**config.mk**
```make
export PLATFORM = sky130hd
export DESIGN_NAME = ram_arbiter
export DESIGN_NICKNAME = d
export VERILOG_FILES = /design/src/rtl/ram_arbiter_pkg.sv /design/src/rtl/ram_access_check.sv /design/src/rtl/ram_arbiter.sv
export SDC_FILE = /design/constraint.sdc
export NUM_CORES = 1
export LEC_CHECK = 0
export ABC_CLOCK_PERIOD_IN_PS = 2650
export CAP_MARGIN = 20
export CORE_MARGIN = 2
export CORE_UTILIZATION = 41
export DETAILED_ROUTE_END_ITERATION = 12
export PLACE_DENSITY = 0.82
export SYNTH_ARGS = -nofsm -noshare
export SYNTH_HDL_FRONTEND = slang
export SYNTH_SLANG_ARGS = --single-unit
```
**constraint.sdc**
```tcl
create_clock -name clk -period 2.65 [get_ports clk]
set_clock_uncertainty 0.1 [all_clocks]
set_input_delay 0.53 -clock clk [delete_from_list [all_inputs] [get_ports clk]]
set_output_delay 0.53 -clock clk [all_outputs]
set_load 0.01 [all_outputs]
```
**src/rtl/ram_arbiter_pkg.sv**
```systemverilog
// ram_arbiter_pkg: shared constants for the RAM arbiter and its legality checker
package ram_arbiter_pkg;
  localparam logic [1:0] MODE_BYTE = 2'b00;
  localparam logic [1:0] MODE_HALF = 2'b01;
  localparam logic [1:0] MODE_WORD = 2'b10;
  localparam logic [1:0] IDLE      = 2'd0;
  localparam logic [1:0] ACCESS    = 2'd1;
  localparam logic [1:0] RESP      = 2'd2;
  localparam logic       PORT_A    = 1'b0;
  localparam logic       PORT_B    = 1'b1;
endpackage

```
**src/rtl/ram_access_check.sv**
```systemverilog
// ram_access_check: size/alignment legality of a RAM access
module ram_access_check
  import ram_arbiter_pkg::*;
(
  input  logic [1:0] mode_i,
  input  logic [1:0] addr_lo_i,
  output logic       ok_o
);
  assign ok_o = (mode_i == MODE_BYTE) ||
                (mode_i == MODE_HALF && !addr_lo_i[0]) ||
                (mode_i == MODE_WORD && addr_lo_i == 2'b00);
endmodule

```
**src/rtl/ram_arbiter.sv**
```systemverilog
// ram_arbiter: round-robin two-port sequencer for the shared data RAM
module ram_arbiter
  import ram_arbiter_pkg::*;
#(
  parameter int ADDR_W = 12,
  parameter int DATA_W = 32,
  parameter int CNT_W  = 16
) (
  input  logic              clk,
  input  logic              clr,
  input  logic              a_req,
  input  logic              a_we,
  input  logic [1:0]        a_mode,
  input  logic [ADDR_W-1:0] a_addr,
  input  logic [DATA_W-1:0] a_wdata,
  output logic              a_ack,
  output logic [DATA_W-1:0] a_rdata,
  output logic              a_err,
  input  logic              b_req,
  input  logic              b_we,
  input  logic [1:0]        b_mode,
  input  logic [ADDR_W-1:0] b_addr,
  input  logic [DATA_W-1:0] b_wdata,
  output logic              b_ack,
  output logic [DATA_W-1:0] b_rdata,
  output logic              b_err,
  output logic [ADDR_W-1:0] ram_addr,
  output logic [DATA_W-1:0] ram_wdata,
  output logic [1:0]        ram_mode,
  output logic              ram_we,
  output logic              ram_sel,
  input  logic [DATA_W-1:0] ram_rdata,
  output logic [CNT_W-1:0]  a_cnt,
  output logic [CNT_W-1:0]  b_cnt
);
  logic [1:0]        state_q, state_d;
  logic              last_q, last_d;
  logic [ADDR_W-1:0] addr_q, addr_d;
  logic [DATA_W-1:0] wdata_q, wdata_d;
  logic [1:0]        mode_q, mode_d;
  logic              we_q, we_d, sel_q, sel_d;
  logic              a_ack_q, a_ack_d, b_ack_q, b_ack_d;
  logic              a_err_q, a_err_d, b_err_q, b_err_d;
  logic [DATA_W-1:0] a_rdata_q, a_rdata_d, b_rdata_q, b_rdata_d;
  logic [CNT_W-1:0]  a_cnt_q, a_cnt_d, b_cnt_q, b_cnt_d;
  logic              win, ok, go, in_acc, in_resp, a_cap, b_cap, a_inc, b_inc;
  logic [1:0]        w_mode;
  logic [ADDR_W-1:0] w_addr;
  logic [DATA_W-1:0] w_wdata, rd_val;
  logic              w_we;

  // On a tie the port that did not win last time is served
  assign win     = (a_req & b_req) ? ~last_q : b_req;
  assign w_mode  = (win == PORT_B) ? b_mode  : a_mode;
  assign w_addr  = (win == PORT_B) ? b_addr  : a_addr;
  assign w_wdata = (win == PORT_B) ? b_wdata : a_wdata;
  assign w_we    = (win == PORT_B) ? b_we    : a_we;

  ram_access_check u_check (
    .mode_i   (w_mode),
    .addr_lo_i(w_addr[1:0]),
    .ok_o     (ok)
  );

  // sel_q doubles as the registered legality flag of the access in flight
  always_comb begin
    go        = (state_q == IDLE) && (a_req || b_req);
    in_acc    = (state_q == ACCESS);
    in_resp   = (state_q == RESP);
    state_d   = go ? ACCESS : in_acc ? RESP : IDLE;
    last_d    = go ? win : last_q;
    addr_d    = go ? w_addr : addr_q;
    wdata_d   = go ? w_wdata : wdata_q;
    mode_d    = go ? w_mode : mode_q;
    sel_d     = go & ok;
    we_d      = go & ok & w_we;
    rd_val    = (sel_q & ~we_q) ? ram_rdata : '0;
    a_cap     = in_acc & (last_q == PORT_A);
    b_cap     = in_acc & (last_q == PORT_B);
    a_rdata_d = a_cap ? rd_val : a_rdata_q;
    b_rdata_d = b_cap ? rd_val : b_rdata_q;
    a_err_d   = a_cap ? ~sel_q : a_err_q;
    b_err_d   = b_cap ? ~sel_q : b_err_q;
    a_ack_d   = a_cap;
    b_ack_d   = b_cap;
    a_inc     = in_resp & (last_q == PORT_A) & ~a_err_q & ~&a_cnt_q;
    b_inc     = in_resp & (last_q == PORT_B) & ~b_err_q & ~&b_cnt_q;
    a_cnt_d   = a_cnt_q + CNT_W'(a_inc);
    b_cnt_d   = b_cnt_q + CNT_W'(b_inc);
  end

  always_ff @(posedge clk) begin
    if (clr) begin
      state_q   <= IDLE;
      last_q    <= PORT_B;
      addr_q    <= '0;
      wdata_q   <= '0;
      mode_q    <= '0;
      we_q      <= 1'b0;
      sel_q     <= 1'b0;
      a_ack_q   <= 1'b0;
      b_ack_q   <= 1'b0;
      a_err_q   <= 1'b0;
      b_err_q   <= 1'b0;
      a_rdata_q <= '0;
      b_rdata_q <= '0;
      a_cnt_q   <= '0;
      b_cnt_q   <= '0;
    end else begin
      state_q   <= state_d;
      last_q    <= last_d;
      addr_q    <= addr_d;
      wdata_q   <= wdata_d;
      mode_q    <= mode_d;
      we_q      <= we_d;
      sel_q     <= sel_d;
      a_ack_q   <= a_ack_d;
      b_ack_q   <= b_ack_d;
      a_err_q   <= a_err_d;
      b_err_q   <= b_err_d;
      a_rdata_q <= a_rdata_d;
      b_rdata_q <= b_rdata_d;
      a_cnt_q   <= a_cnt_d;
      b_cnt_q   <= b_cnt_d;
    end
  end

  assign ram_addr  = addr_q;
  assign ram_wdata = wdata_q;
  assign ram_mode  = mode_q;
  assign ram_we    = we_q;
  assign ram_sel   = sel_q;
  assign a_ack     = a_ack_q;
  assign b_ack     = b_ack_q;
  assign a_err     = a_err_q;
  assign b_err     = b_err_q;
  assign a_rdata   = a_rdata_q;
  assign b_rdata   = b_rdata_q;
  assign a_cnt     = a_cnt_q;
  assign b_cnt     = b_cnt_q;
endmodule

```
==> results.sh, run 1 <==
export IMPL_synth_xor_area_share=0.0338
export IMPL_ant_nets=0
export IMPL_ir_worst_vdd_mv=0.428
export IMPL_root_buffer="clkbuf_16"
export IMPL_synthSimpleGateAreaFrac=0.182
export IMPL_p_sw_frac=0.238
export IMPL_cts_tree="done"
export IMPL_dieArea_um2=15500
export IMPL_grt_antenna_before_repair=0
export IMPL_place_congestion=0.838
export IMPL_drcViolationCount=0
export IMPL_cp_required_ns=2.81
export IMPL_firstDrtPassIters=5
export IMPL_hold_slack_ns=0.257
export IMPL_p_sw_mw=1.30
export IMPL_yosysTopAreaCell="dfxtp_1"
export IMPL_core_um2=14400
export IMPL_dp_hpwl_mm=12.2
export IMPL_drv_cap=0
export IMPL_yosys_top_cells_area="dfxtp_1 (51%), mux2i_1 (7.7%), o2bb2ai_1 (6.8%), nand3_1 (6.6%), a21oi_1 (6.1%)"
export IMPL_nets=1041
export IMPL_run_status="complete, no violations"
export IMPL_min_path_type="input pin to flip-flop"
export IMPL_placed_cell_area_um2=8880
export IMPL_initial_core_util=0.415
export IMPL_seqPwrFrac=0.442
export IMPL_synth_top_cell_area_share=0.507
export IMPL_std_cell_rows=44
export IMPL_synthAdderAreaFrac=0.0105
export IMPL_crit_path_max_incr_delay_ns=0.64
export IMPL_synth_cell_type_count=35
export IMPL_final_util=0.659
export IMPL_via_per_inst=5.15
export IMPL_crit_buf_inv=1
export IMPL_crit_path_start_kind="flip-flop"
export IMPL_synth_main_ff_cell="dfxtp_1"
export IMPL_intPower_mw=4.18
export IMPL_clk_pin_slew_ns=0.06
export IMPL_vias=5672
export IMPL_hold_viol=0
export IMPL_cts_setup_buffers=0
export IMPL_post_route_period_util=0.958
export IMPL_slew_viol_final=0
export IMPL_fillCellCount=1174
export IMPL_grt_max_degree=99
export IMPL_crit_chain="inv_1, or4b_2, a21oi_1, ha_1, ha_2, nand3_2, nor3_1, xnor2_1, nor2_1"
export IMPL_worst_slack_ns=0.110
export IMPL_cpMaxStageDelayCell="or4b_2"
export IMPL_synthMuxAreaShare=0.0773
export IMPL_cts_resized_gates=0
export IMPL_drt_wirelength_per_cell_um=15.9
export IMPL_power_share_clock=0.414
export IMPL_grt_pass1_wl_mm=27.8
export IMPL_synth_top_family_by_area="simple AND/OR/NAND/NOR gates"
export IMPL_grt_pass1_vias=5368
export IMPL_power_frac_comb=0.144
export IMPL_yosys_warnings=0
export IMPL_synth_seq_area_share=0.507
export IMPL_synth_compound_area_share=0.145
export IMPL_period_needed_ns=2.54
export IMPL_critical_path_top_delay_family="simple AND/OR/NAND/NOR gates"
export IMPL_cts_hold_buffers=0
export IMPL_die_x_um=125
export IMPL_cts_buffers_inserted=17
export IMPL_worstMarginPinSlew_ns=1.04
export IMPL_die_y_um=125
export IMPL_pin_count=278
export IMPL_grt_total_usage=0.222
export IMPL_finalSetupViolations=0
export IMPL_finalSetupTns_ns=0
export IMPL_syn_to_final_growth_pct=58.9
export IMPL_power_leakage_nw=3.24
export IMPL_htreeDepth=4
export IMPL_cp_end_kind="flip-flop"
export IMPL_power_density_nw_per_um2=579
export IMPL_clk_insertion_delay_late_ns=0.41
export IMPL_slew_headroom=0.305
export IMPL_dp_slack_ns=0.00857
export IMPL_port_buffers=277
export IMPL_finalWirelength_mm=17.5
export IMPL_synth_net_count=781
export IMPL_reg2reg_slack_ns=0.11
export IMPL_clock_sinks=151
export IMPL_ys_async_sr_fraction=0
export IMPL_syn_area_per_cell_um2=9.23
export IMPL_syn_area_um2=5960
export IMPL_gr_total_overflow=0
export IMPL_antenna_cells=0
export IMPL_cp_arrival_ns=2.70
export IMPL_cp_max_fo=5
export IMPL_path_class="flip-flop to flip-flop"
export IMPL_first_iter_violations=363
export IMPL_clockBufferDepth=2
export IMPL_final_layout_size_suffix_gt1_frac=0.0632
export IMPL_stdcell_area_um2=9470
export IMPL_max_freq_ghz=0.394
export IMPL_synth_seq_cells=151
export IMPL_synth_edff_count=0
export IMPL_synthCells=646
-- synth_stat cells, types with 2 or more instances --
master     instances
nor2_2             2
o21ai_0            3
nand4_1            7
ha_1               5
dfxtp_1          151
a31o_2             2
xnor2_1           18
mux2i_1           46
o2bb2ai_1         46
nor2b_1            6
xor2_1             5
or4b_2             2
buf_2             16
inv_1              7
nand2_1           73
nand3_1           79
clkbuf_1          20
nand2b_1           2
nor3_1            12
a21oi_1           73
buf_6              5
a211oi_1           2
nor2_1            37
and3_1             2
buf_1              7
nor4_1             6
or3_1              4
-- cells by family after synthesis --
family                   after synthesis
AO/OA/AOI/OAI                        132
XOR/XNOR                              23
adder cells (fa/ha/maj)                5
buffers and inverters                 55
flip-flops                           151
multiplexers                          46
AND/OR/NAND/NOR                      234
-- flip-flops by register name, indices dropped and copies added, names as in the netlist --
signal and cells:
b_rdata 32, b_err 1, state_q 2, ram_we 1
ram_sel 1, a_rdata 32, b_cnt 16, ram_addr 12
ram_mode 2, last_q 1, a_cnt 16, ram_wdata 32
b_ack 1, a_ack 1, a_err 1
-- through the flow --
| stage | power, mW | std cells |
|---|---|---|
| 3_5_place_dp | 3.26 | 1071 |
| 6_report | 5.48 | 1101 |
| 5_1_grt | 5.69 | 1101 |
| 2_1_floorplan | 2.79 | 646 |
| 3_3_place_gp | 3.25 | 1071 |
| 4_1_cts | 5.52 | 1101 |
-- worst register-to-register path: cells and delay by family (launching register included) --
kind / cells / cell delay [ns]
AOI/OAI and AO/OA: 1 / 0.14
xor gates and xnor gates: 1 / 0.17
adders and majority gates: 2 / 0.42
buffers and inverters: 1 / 0.06
DFF: 1 / 0.37
and+or+nand+nor: 4 / 1.13
-- layer usage --
| metal | track usage | part of all wire | wire, µm | vias up |
|---|---|---|---|---|
| met5 | 0 | 0 | 0 | - |
| met2 | 0.355 | 0.47 | 8190 | 248 |
| met1 | 0.276 | 0.44 | 7600 | 2581 |
| li1 | - | - | - | 2804 |
| met4 | 0.107 | 0.036 | 634 | 0 |
| met3 | 0.0606 | 0.059 | 1040 | 39 |
-- layout make-up --
type / count / area [µm²] / area share
Tap cell: 184 / 230 / 0.0243
Inverter: 7 / 26.3 / 0.00277
Multi-Input combinational cell: 440 / 2730 / 0.288
Clock buffer: 23 / 488 / 0.0515
Sequential cell: 151 / 3020 / 0.319
Clock inverter: 7 / 71.3 / 0.00753
Timing Repair Buffer: 289 / 2900 / 0.306
-- worst paths after layout --
check / start / end / cells after the start
setup / recovery: last_q / b_cnt[8] / 9
hold / removal: clr / a_cnt[15] / 2
setup reg to reg: last_q / b_cnt[8] / 9
hold reg to reg: a_rdata[31] / a_rdata[31] / 2
-- power by group through the flow --
| stage | Sequential, mW | Clock, mW | Combinational, mW |
|---|---|---|---|
| after floorplan | 2.50 | 0 | 0.286 |
| after global routing | 2.43 | 2.42 | 0.842 |
| after detailed placement | 2.47 | 0 | 0.791 |
| final | 2.42 | 2.27 | 0.789 |
| after CTS | 2.42 | 2.31 | 0.795 |
| after global placement | 2.47 | 0 | 0.787 |
-- cells in the final DEF, fill, tap and decap left out, types with 2 or more instances in the layout --
master	n
a31o_2	2
clkbuf_16	17
nand2_1	73
inv_1	7
nor2_2	2
o2bb2ai_1	46
nor2_1	36
ha_1	3
ha_2	2
clkbuf_8	4
nand3_1	78
clkdlybuf4s50_1	276
xnor2_1	18
nor2b_1	5
nor4_1	4
clkinv_2	2
dfxtp_1	150
nand4_1	7
o21ai_0	3
clkbuf_1	2
a211oi_1	2
or4b_2	2
buf_4	10
or3_1	4
clkinvlp_4	3
xor2_1	5
mux2i_1	46
a21oi_1	73
nor3_1	12
nand2b_1	2
buf_12	3
and3_1	2
No activity file was read; power rests on OpenSTA's default activity.
==> run 2: changes to the inputs <==
Settings changed: SLEW_MARGIN from default to 20.
==> results of run 2 <==
No change in the layout: final DEF, timing and power equal those of run 1.
